$ cat src/rtl/qar_pkg.sv
`default_nettype none
// ============================================================================
//  qar_pkg
//  Shared constants and types for the qar memory arbiter slice:
//  arbiter state encoding, read-owner encoding, starvation defaults.
//  Revision: 1.0
// ============================================================================
package qar_pkg;

   // Arbiter FSM: data-priority arbitration or forced fetch grant
   typedef enum logic {
      ARB_ST_ARB   = 1'b0,
      ARB_ST_FORCE = 1'b1
   } arb_state_e;

   // Requester that owns the read response returning next cycle
   typedef enum logic [1:0] {
      OWN_NONE = 2'd0,
      OWN_IF   = 2'd1,
      OWN_D    = 2'd2
   } owner_e;

   // Default number of consecutive fetch losses before fetch is forced
   localparam int STARVE_LIMIT_DEF = 4;

   // Counter width large enough for the full 1..15 limit range
   localparam int STARVE_CNT_W = 4;

endpackage : qar_pkg
`default_nettype wire

$ cat src/rtl/qar_mem_arbiter_if.sv
`default_nettype none
// ============================================================================
//  qar_mem_arbiter_if
//  Bundles the fetch port, the load/store port and the single-port memory
//  bus seen by qar_mem_arbiter. The slave modport is the arbiter's view;
//  the master modport is the view of the core plus memory around it.
//  Revision: 1.0
// ============================================================================
interface qar_mem_arbiter_if #(
   parameter int ADDR_W = 32,
   parameter int DATA_W = 32
);
   // Instruction-fetch port
   logic              if_req;
   logic [ADDR_W-1:0] if_addr;
   logic              if_gnt;
   logic              if_rvalid;
   logic [DATA_W-1:0] if_rdata;
   // Load/store port
   logic              d_req;
   logic              d_we;
   logic [ADDR_W-1:0] d_addr;
   logic [DATA_W-1:0] d_wdata;
   logic              d_gnt;
   logic              d_rvalid;
   logic [DATA_W-1:0] d_rdata;
   // Unified memory port
   logic [ADDR_W-1:0] mem_addr;
   logic [DATA_W-1:0] mem_wdata;
   logic              mem_we;
   logic              mem_en;
   logic [DATA_W-1:0] mem_rdata;

   modport slave (
      input  if_req, if_addr, d_req, d_we, d_addr, d_wdata, mem_rdata,
      output if_gnt, if_rvalid, if_rdata, d_gnt, d_rvalid, d_rdata,
             mem_addr, mem_wdata, mem_we, mem_en
   );

   modport master (
      output if_req, if_addr, d_req, d_we, d_addr, d_wdata, mem_rdata,
      input  if_gnt, if_rvalid, if_rdata, d_gnt, d_rvalid, d_rdata,
             mem_addr, mem_wdata, mem_we, mem_en
   );

endinterface : qar_mem_arbiter_if
`default_nettype wire

$ cat src/rtl/qar_mem_arbiter_starve_ctr.sv
`default_nettype none
// ============================================================================
//  qar_arb_starve_ctr
//  Saturating count of consecutive fetch losses. force_o flags that the
//  count after this cycle's update has reached LIMIT, so the next cycle
//  must grant the fetch port.
//  Revision: 1.0
// ============================================================================
import qar_pkg::*;

module qar_arb_starve_ctr #(
   parameter int LIMIT = STARVE_LIMIT_DEF
) (
   input  wire logic clk,
   input  wire logic rst,
   input  wire logic inc_i,
   input  wire logic clr_i,
   output logic      force_o
);

   logic [STARVE_CNT_W-1:0] cnt_q;
   logic [STARVE_CNT_W-1:0] cnt_d;

   // Next count: clear dominates, increment saturates at all-ones
   always_comb begin
      cnt_d = cnt_q;
      if (clr_i) begin
         cnt_d = '0;
      end else if (inc_i && (cnt_q != '1)) begin
         cnt_d = cnt_q + 1'b1;
      end
   end

   // Count register
   always_ff @(posedge clk) begin
      if (rst) begin
         cnt_q <= '0;
      end else begin
         cnt_q <= cnt_d;
      end
   end

   assign force_o = (cnt_d == STARVE_CNT_W'(LIMIT));

endmodule : qar_arb_starve_ctr
`default_nettype wire

$ cat src/rtl/qar_mem_arbiter.sv
`default_nettype none
// ============================================================================
//  qar_mem_arbiter
//  Shares one single-port memory between the core fetch port and its
//  load/store port. Data has priority; a pending fetch that loses
//  STARVE_LIMIT times in a row is granted next. Read data (1-cycle
//  latency) is routed back to whichever port issued the read.
//  Optional build macro: QAR_ARB_STATS_EN adds saturating grant / force
//  event counters on extra output ports.
//  Revision: 1.0
// ============================================================================
import qar_pkg::*;

module qar_mem_arbiter #(
   parameter int ADDR_W       = 32,
   parameter int DATA_W       = 32,
   parameter int STARVE_LIMIT = STARVE_LIMIT_DEF
) (
   input  wire logic          clk,
   input  wire logic          rst,
   qar_mem_arbiter_if.slave   bus
`ifdef QAR_ARB_STATS_EN
   ,
   output logic [31:0]        stat_if_grants,
   output logic [31:0]        stat_d_grants,
   output logic [15:0]        stat_force_events
`endif
);

   arb_state_e        state_q, state_d;
   owner_e            owner_q, owner_d;
   logic [DATA_W-1:0] if_rdata_q;
   logic [DATA_W-1:0] d_rdata_q;

   logic              w_sel_if;
   logic              w_sel_d;
   logic              w_inc;
   logic              w_clr;
   logic              w_force;
   logic [ADDR_W-1:0] w_mem_addr;
   logic [DATA_W-1:0] w_mem_wdata;

   // Winner selection and starvation-counter control; nothing is granted in reset
   always_comb begin
      w_sel_if = 1'b0;
      w_sel_d  = 1'b0;
      w_inc    = 1'b0;
      w_clr    = 1'b0;
      if (!rst) begin
         if ((state_q == ARB_ST_FORCE) && bus.if_req) begin
            w_sel_if = 1'b1;
         end else if (bus.d_req) begin
            w_sel_d = 1'b1;
         end else if (bus.if_req) begin
            w_sel_if = 1'b1;
         end
         // A lost fetch only counts when it was actually pending
         w_inc = w_sel_d && bus.if_req;
         // Forced cycle always restarts the count, even if fetch went away
         w_clr = w_sel_if || (state_q == ARB_ST_FORCE);
      end
   end

   qar_arb_starve_ctr #(
      .LIMIT   (STARVE_LIMIT)
   ) u_starve_ctr (
      .clk     (clk),
      .rst     (rst),
      .inc_i   (w_inc),
      .clr_i   (w_clr),
      .force_o (w_force)
   );

   // Next state: FORCE lasts one cycle; entered when the loss count hits the limit
   always_comb begin
      state_d = state_q;
      if (!rst) begin
         if (state_q == ARB_ST_FORCE) begin
            state_d = ARB_ST_ARB;
         end else if (w_force) begin
            state_d = ARB_ST_FORCE;
         end
      end
   end

   // Memory bus from the winner; idle bus drives zeros
   always_comb begin
      w_mem_addr  = '0;
      w_mem_wdata = '0;
      owner_d     = OWN_NONE;
      if (w_sel_d) begin
         w_mem_addr  = bus.d_addr;
         w_mem_wdata = bus.d_wdata;
         owner_d     = bus.d_we ? OWN_NONE : OWN_D;
      end else if (w_sel_if) begin
         w_mem_addr  = bus.if_addr;
         owner_d     = OWN_IF;
      end
   end

   // FSM state, read owner and per-port held read data
   always_ff @(posedge clk) begin
      if (rst) begin
         state_q    <= ARB_ST_ARB;
         owner_q    <= OWN_NONE;
         if_rdata_q <= '0;
         d_rdata_q  <= '0;
      end else begin
         state_q <= state_d;
         owner_q <= owner_d;
         if (owner_q == OWN_IF) begin
            if_rdata_q <= bus.mem_rdata;
         end
         if (owner_q == OWN_D) begin
            d_rdata_q <= bus.mem_rdata;
         end
      end
   end

   assign bus.if_gnt    = w_sel_if;
   assign bus.d_gnt     = w_sel_d;
   assign bus.mem_en    = w_sel_if | w_sel_d;
   assign bus.mem_we    = w_sel_d & bus.d_we;
   assign bus.mem_addr  = w_mem_addr;
   assign bus.mem_wdata = w_mem_wdata;

   // Owner's port sees memory data directly; the other port keeps its last word
   assign bus.if_rvalid = (owner_q == OWN_IF);
   assign bus.d_rvalid  = (owner_q == OWN_D);
   assign bus.if_rdata  = (owner_q == OWN_IF) ? bus.mem_rdata : if_rdata_q;
   assign bus.d_rdata   = (owner_q == OWN_D)  ? bus.mem_rdata : d_rdata_q;

`ifdef QAR_ARB_STATS_EN
   logic [31:0] stat_if_q;
   logic [31:0] stat_d_q;
   logic [15:0] stat_force_q;

   // Saturating event counters
   always_ff @(posedge clk) begin
      if (rst) begin
         stat_if_q    <= '0;
         stat_d_q     <= '0;
         stat_force_q <= '0;
      end else begin
         if (w_sel_if && (stat_if_q != '1)) begin
            stat_if_q <= stat_if_q + 1'b1;
         end
         if (w_sel_d && (stat_d_q != '1)) begin
            stat_d_q <= stat_d_q + 1'b1;
         end
         if ((state_q == ARB_ST_ARB) && (state_d == ARB_ST_FORCE) &&
             (stat_force_q != '1)) begin
            stat_force_q <= stat_force_q + 1'b1;
         end
      end
   end

   assign stat_if_grants    = stat_if_q;
   assign stat_d_grants     = stat_d_q;
   assign stat_force_events = stat_force_q;
`endif

endmodule : qar_mem_arbiter
`default_nettype wire
$ cat src/flat_wrapper.sv
// flat-port wrapper written by rule: the top's interface ports become plain ports
module qar_mem_arbiter_flat 
#(
   parameter int ADDR_W       = 32,
   parameter int DATA_W       = 32,
   parameter int STARVE_LIMIT = STARVE_LIMIT_DEF
)
  (clk, rst, bus_if_req, bus_if_addr, bus_d_req, bus_d_we, bus_d_addr, bus_d_wdata, bus_mem_rdata, bus_if_gnt, bus_if_rvalid, bus_if_rdata, bus_d_gnt, bus_d_rvalid, bus_d_rdata, bus_mem_addr, bus_mem_wdata, bus_mem_we, bus_mem_en);
  qar_mem_arbiter_if #(.ADDR_W(ADDR_W), .DATA_W(DATA_W)) bus_i ();
  input  wire logic clk;
  input  wire logic rst;
  input wire logic [$bits(bus_i.if_req)-1:0] bus_if_req;
  input wire logic [$bits(bus_i.if_addr)-1:0] bus_if_addr;
  input wire logic [$bits(bus_i.d_req)-1:0] bus_d_req;
  input wire logic [$bits(bus_i.d_we)-1:0] bus_d_we;
  input wire logic [$bits(bus_i.d_addr)-1:0] bus_d_addr;
  input wire logic [$bits(bus_i.d_wdata)-1:0] bus_d_wdata;
  input wire logic [$bits(bus_i.mem_rdata)-1:0] bus_mem_rdata;
  output wire logic [$bits(bus_i.if_gnt)-1:0] bus_if_gnt;
  output wire logic [$bits(bus_i.if_rvalid)-1:0] bus_if_rvalid;
  output wire logic [$bits(bus_i.if_rdata)-1:0] bus_if_rdata;
  output wire logic [$bits(bus_i.d_gnt)-1:0] bus_d_gnt;
  output wire logic [$bits(bus_i.d_rvalid)-1:0] bus_d_rvalid;
  output wire logic [$bits(bus_i.d_rdata)-1:0] bus_d_rdata;
  output wire logic [$bits(bus_i.mem_addr)-1:0] bus_mem_addr;
  output wire logic [$bits(bus_i.mem_wdata)-1:0] bus_mem_wdata;
  output wire logic [$bits(bus_i.mem_we)-1:0] bus_mem_we;
  output wire logic [$bits(bus_i.mem_en)-1:0] bus_mem_en;
  assign bus_i.if_req = bus_if_req;
  assign bus_i.if_addr = bus_if_addr;
  assign bus_i.d_req = bus_d_req;
  assign bus_i.d_we = bus_d_we;
  assign bus_i.d_addr = bus_d_addr;
  assign bus_i.d_wdata = bus_d_wdata;
  assign bus_i.mem_rdata = bus_mem_rdata;
  assign bus_if_gnt = bus_i.if_gnt;
  assign bus_if_rvalid = bus_i.if_rvalid;
  assign bus_if_rdata = bus_i.if_rdata;
  assign bus_d_gnt = bus_i.d_gnt;
  assign bus_d_rvalid = bus_i.d_rvalid;
  assign bus_d_rdata = bus_i.d_rdata;
  assign bus_mem_addr = bus_i.mem_addr;
  assign bus_mem_wdata = bus_i.mem_wdata;
  assign bus_mem_we = bus_i.mem_we;
  assign bus_mem_en = bus_i.mem_en;
  qar_mem_arbiter #(.ADDR_W(ADDR_W), .DATA_W(DATA_W), .STARVE_LIMIT(STARVE_LIMIT)) u_core (.clk(clk), .rst(rst), .bus(bus_i));
endmodule
$ cat config.mk
export PLATFORM = sky130hd
export DESIGN_NAME = qar_mem_arbiter_flat
export DESIGN_NICKNAME = d
export VERILOG_FILES = /design/src/rtl/qar_pkg.sv /design/src/rtl/qar_mem_arbiter_if.sv /design/src/rtl/qar_mem_arbiter_starve_ctr.sv /design/src/rtl/qar_mem_arbiter.sv /design/src/flat_wrapper.sv
export SDC_FILE = /design/constraint.sdc
export NUM_CORES = 1
export LEC_CHECK = 0
export BUFFER_PORTS_ARGS = -buffer_cell sky130_fd_sc_hd__buf_2
export CORE_AREA = 2 2 104 106
export DETAILED_ROUTE_END_ITERATION = 10
export DIE_AREA = 0 0 106 108
export MAX_ROUTING_LAYER = met4
export PLACE_DENSITY_LB_ADDON = 0.25
export SLEW_MARGIN = 20
export SYNTH_ARGS = -nofsm -noshare
export SYNTH_HDL_FRONTEND = slang
export SYNTH_HIERARCHICAL = 1
export SYNTH_SLANG_ARGS = --single-unit
$ cat constraint.sdc
create_clock -name clk -period 2.9 [get_ports clk]
set_clock_uncertainty 0.05 [all_clocks]
set_input_delay 0.145 -clock clk [delete_from_list [all_inputs] [get_ports clk]]
set_output_delay 0.145 -clock clk [all_outputs]
set_load 0.03 [all_outputs]
### Word-level counts from Yosys, hierarchy flattened

Index checks and enable logic that the tools add are counted.

* $add $sub $neg: 1
* reduce and logical (&&, ||, !) cells: 5
* muxes and demuxes: 22
* equal/unequal tests: 4
* bitwise gates (word level): 2

Operator list (number)
* 2-to-1 mux 32 bit: 5
* 2-to-1 mux 1 bit: 13
* 2-to-1 mux 4 bit: 2
* adder 4 x 1 -> 4 bit, second input constant: 1
* == test 4 x 3 -> 1 bit, second input constant: 1
* 2-to-1 mux 2 bit: 2
* inequality test 4 bit, second input constant: 1
* logical AND 1 bit: 3
* == test 2 x 1 -> 1 bit, second input constant: 1
* == test 2 bit, second input constant: 1
* OR reduction 2 bit: 1
* bitwise AND 1 bit: 1
* logical OR 1 bit: 1
* bitwise OR 1 bit: 1

* logic and storage cells: 39
* register bits after elaboration: 71
* input port bits: 133

### Depth between registers and ports, before layout

* word-level depth: 10
* gate-level depth with buffers: 8
* mapped depth without buffers: 6

### Modules after synthesis

Netlist, hierarchy kept.

By module, submodules not included
* qar_mem_arbiter: cells an instance 343, instances 1, area an instance 3569.7 µm²
* qar_arb_starve_ctr: cells an instance 29, instances 1, area an instance 252.7 µm²

### Least setup slack after synthesis

OpenSTA, ideal clock, no wires.

* path kind: input port to flip-flop
* start: input bus_if_req
* end: register u_core.state_q
* data arrival time: 1.493 ns
* data required time: 2.770 ns
* path slack: 1.277 ns
* library setup time: 0.080 ns
* buffers on the path: 3
* stages: 8
* cells stage by stage: buf_2 > clkbuf_1 > nor3b_1 > buf_4 > nand4b_1 > o22ai_1 > o2111a_1 > nor3b_1

* cells in the longest elaborated chain, start to end: 10
* elaborated cells between the ends (all ways): 16

Ends and longest elaborated chain
* start: declaration: line flat_wrapper.sv:12 `input wire logic [$bits(bus_i.if_req)-1:0] bus_if_req;`
* logical AND 1 bit: line qar_mem_arbiter.sv:50 `if ((state_q == ARB_ST_FORCE) && bus.if_req) begin`
* 2-to-1 mux 1 bit: line qar_mem_arbiter.sv:50
* 2-to-1 mux 1 bit: line qar_mem_arbiter.sv:49 `if (!rst) begin`
* logical AND 1 bit (*): line qar_mem_arbiter.sv:58 `w_inc = w_sel_d && bus.if_req;`
* 2-to-1 mux 1 bit (*): line qar_mem_arbiter.sv:49
* via u_core.w_inc: line qar_mem_arbiter.sv:37 `logic w_inc;`
* logical AND 1 bit (*): line qar_mem_arbiter_starve_ctr.sv:29 `end else if (inc_i && (cnt_q != '1)) begin`
* 2-to-1 mux 4 bit (*): line qar_mem_arbiter_starve_ctr.sv:29
* 2-to-1 mux 4 bit (*): line qar_mem_arbiter_starve_ctr.sv:27 `if (clr_i) begin`
* == test 4 x 3 -> 1 bit (*): line qar_mem_arbiter_starve_ctr.sv:43 `assign force_o = (cnt_d == STARVE_CNT_W'(LIMIT));`
* via u_core.w_force: line qar_mem_arbiter.sv:39 `logic w_force;`
* 2-to-1 mux 1 bit (*): line qar_mem_arbiter.sv:80 `end else if (w_force) begin`
* end signal: assignment: line qar_mem_arbiter.sv:109 `state_q <= state_d;`
* end: declaration: line qar_mem_arbiter.sv:30 `arb_state_e state_q, state_d;`

Mark *: on every way through the listed nets, which the timed path passes. The rest lies on a longest branch. The select of a mux whose other input is x is not followed.
A chain may end at the register's enable or synchronous reset.

### Worst setup path in the final report

* start: register u_core.owner_q[0]
* end: output bus_d_rdata[21]

* cells in the longest elaborated chain, start to end: 2

Ends and longest elaborated chain
* start: declaration: line qar_mem_arbiter.sv:31 `owner_e owner_q, owner_d;`
* start signal: assignment: line qar_mem_arbiter.sv:110 `owner_q <= owner_d;`
* == test 2 bit: line qar_mem_arbiter.sv:131 `assign bus.d_rdata = (owner_q == OWN_D) ? bus.mem_rdata : d_rdata_q;`
* 2-to-1 mux 32 bit: line qar_mem_arbiter.sv:131
* end: declaration: line flat_wrapper.sv:24 `output wire logic [$bits(bus_i.d_rdata)-1:0] bus_d_rdata;`

No other way between the ends.

==> reports/metrics.cfg <==
[status]
outcome = finished clean

[global_routing]
grt_max_degree = 103
grt.met2_usage_pct = 35.9
top_usage_layer = met2
use_met1_pct = 24.4
grt_pass1_vias = 3529
grtUsageTotal_pct = 20.7
grt-ovfl-total = 0
met3_usage_pct = 4.40
antenna_found_initial = 0
grt_pass1_wl_um = 18100

[cts]
h-tree-depth = 3
cts.clk_slew.worst_paths_ns = 0.07
cts_buffer_depth = 2
cts_tree = yes
root_buffer = clkbuf_8
clock-sinks = 71
insertion_delay_ns = 0.33
cts_made_buffers = 9

[power_and_ir_drop]
ir_drop_mv = 0.270
power_frac_seq_pct = 40.6
swShare_pct = 30.5
p_int_mw = 1.74
combPwrFrac_pct = 25.7
power_leakage_nw = 2.88
power_mw = 2.50
p_clk_share_pct = 33.8
powerDensity_mw_per_mm2 = 461
power.switching_uw = 765

[logic_synthesis]
async_flop_share_pct = 0
syn_inst = 372
postSynthAreaPerCell_um2 = 10.3
synth_edf_count = 0
synth_ff_type = dfxtp_1
synth_top_cells_by_area = dfxtp_1, mux2_4, nor2b_1
synth_top_area_share_pct = 37.2
synth_nets = 506
synth_seq_cells = 71
ys_seq_area_share_pct = 37.2
syn_area_mm2 = 0.00382
ys_warn_count = 6
synth_area_leader_cell = dfxtp_1
synth_cell_types = 34

[floorplanning]
chipHeight_um = 108
io_pins = 267
die_w_um = 106
fp-row-count = 37
dieArea_mm2 = 0.0114
initial_core_util_pct = 37.4
core_mm2 = 0.0102

[route]
wire_per_inst_um = 15.8
post-route-drc-count = 0
first_iter_violations = 194
num_vias = 3625
routed_wl_um = 12100
first_pass_iters = 4
ant_nets = 0
viasPerCell = 4.74

[worst_setup_path]
worstPathRequired_ns = 2.71
path_max_fanout = 19
cp-startpoint = u_core/owner_q[0]$_SDFF_PP0_
end_kind = output port
timing.rr.start = u_core/owner_q[0]$_SDFF_PP0_
startpoint_type = flop
crit_type = reg2out
cp_data_arrival_time_ns = 2.05

[timing]
finalMaxSlewViolations = 0
hold_violations = 0
relSlewSlack_pct = 31.3
tightest_slew_ns = 1.03
finalSetupTns_ns = 0
rsz0062_at_grt = no
fmax_ghz = 0.445
post-route-period-util_pct = 77.5
setup_viol = 0
final.min_clock_period_ns = 2.25

[cells_and_area]
drive_gt1_share_pct = 57.0
final_common_cell = buf_2
antenna_cells = 0
fillCellCount = 977
fin_nets = 758
fin_area_mm2 = 0.00543
syn2layout_area_growth_pct = 42.0
final_cell_mix = buf_2, dfxtp_1, nor2b_1
final-instance-count-excl-fill = 764

[placed_design]
placed_area_mm2 = 0.00521
gp_congestion = 0.872
dp.cells = 748
dp_hpwl_um = 9280
port_buffers = 266

[worst_hold_path]
hp-class = in2reg
min_from = bus_mem_rdata[22]

[run]
maxCapViolations = 0

-- synth_stat cells, types with 2 or more instances --
| master | instances |
|---|---|
| nand2b_1 | 3 |
| nor2_1 | 37 |
| a21oi_1 | 4 |
| nor3_1 | 2 |
| nand4b_1 | 2 |
| a32oi_1 | 32 |
| mux2_2 | 6 |
| nor2b_1 | 66 |
| buf_2 | 10 |
| buf_6 | 6 |
| inv_1 | 5 |
| dfxtp_1 | 71 |
| clkbuf_1 | 17 |
| mux2_4 | 58 |
| nor3b_1 | 2 |
| and2_1 | 33 |
-- state kept, by name, summed over array words and instances, names as in the netlist --
| signal | cells |
|---|---|
| u_core/if_rdata_q | 32 |
| u_core/d_rdata_q | 32 |
| u_core/u_starve_ctr/cnt_q | 4 |
| u_core/owner_q | 2 |
| u_core/state_q | 1 |
-- final timing paths --
check / cells past startpoint / endpoint / slack, ns
setup reg to reg: 4 / u_core/d_rdata_q[16]$_SDFF_PP0_ / 1.02
hold / removal: 3 / u_core/if_rdata_q[22]$_SDFF_PP0_ / 0.12
setup / recovery: 4 / bus_d_rdata[21] / 0.65
hold reg to reg: 1 / u_core/state_q$_SDFF_PP0_ / 0.51
-- per-stage QoR --
stage	utilization [%]	hold slack (ns)	setup WS, ns
2_1_floorplan	-	0.167	1.28
3_3_place_gp	50.9	0.275	1.04
3_5_place_dp	50.9	0.273	0.988
4_1_cts	53.1	0.0998	0.621
5_1_grt	53.1	0.108	0.553
6_report	53.1	0.122	0.654
-- power groups by stage --
stage               Sequential (mW)  Combinational [mW]  Clock (mW)
floorplan                      1.03               0.429           0
finish                         1.02               0.642       0.846
CTS                            1.02               0.647       0.870
detailed placement             1.04               0.643           0
global placement               1.04               0.638           0
global route                   1.02               0.683       0.915
-- logic make-up after synthesis --
logic type,Yosys count,share of synthesized area [%]
AND/OR/NAND/NOR,153,23.0
buffers and inverters,39,5.43
AO/OA/AOI/OAI,43,9.30
adder cells (fa/ha/maj),1,0.327
multiplexers,64,24.5
flip-flops,71,37.2
XOR/XNOR,1,0.229
-- layout make-up --
cell class | count | area [um^2] | area share (%)
Timing Repair Buffer | 275 | 1400 | 25.9
Tap cell | 136 | 170 | 3.14
Multi-Input combinational cell | 262 | 2200 | 40.6
Clock inverter | 6 | 86.3 | 1.59
Clock buffer | 9 | 124 | 2.28
Sequential cell | 71 | 1420 | 26.2
Inverter | 5 | 18.8 | 0.346
-- worst max-delay path: stages, from the launching register on --
cell and delay, ns:
dfxtp_1 0.33, nand2b_2 0.54, buf_4 0.33, mux2_4 0.32, buf_2 0.18
-- metal layers --
| metal | wire (um) | vias up |
|---|---|---|
| met2 | 6120 | 152 |
| met3 | 808 | 8 |
| met5 | 0 | - |
| met4 | 133 | 0 |
| met1 | 5010 | 1686 |
| li1 | - | 1779 |
-- what timing repair did --
item                                   in CTS  in global routing
gates resized for setup                     0                  0
hold buffers                                1                  0
endpoints found under the hold margin       1                  0
setup buffers                               0                  0
(Power assumes the default switching activity.)
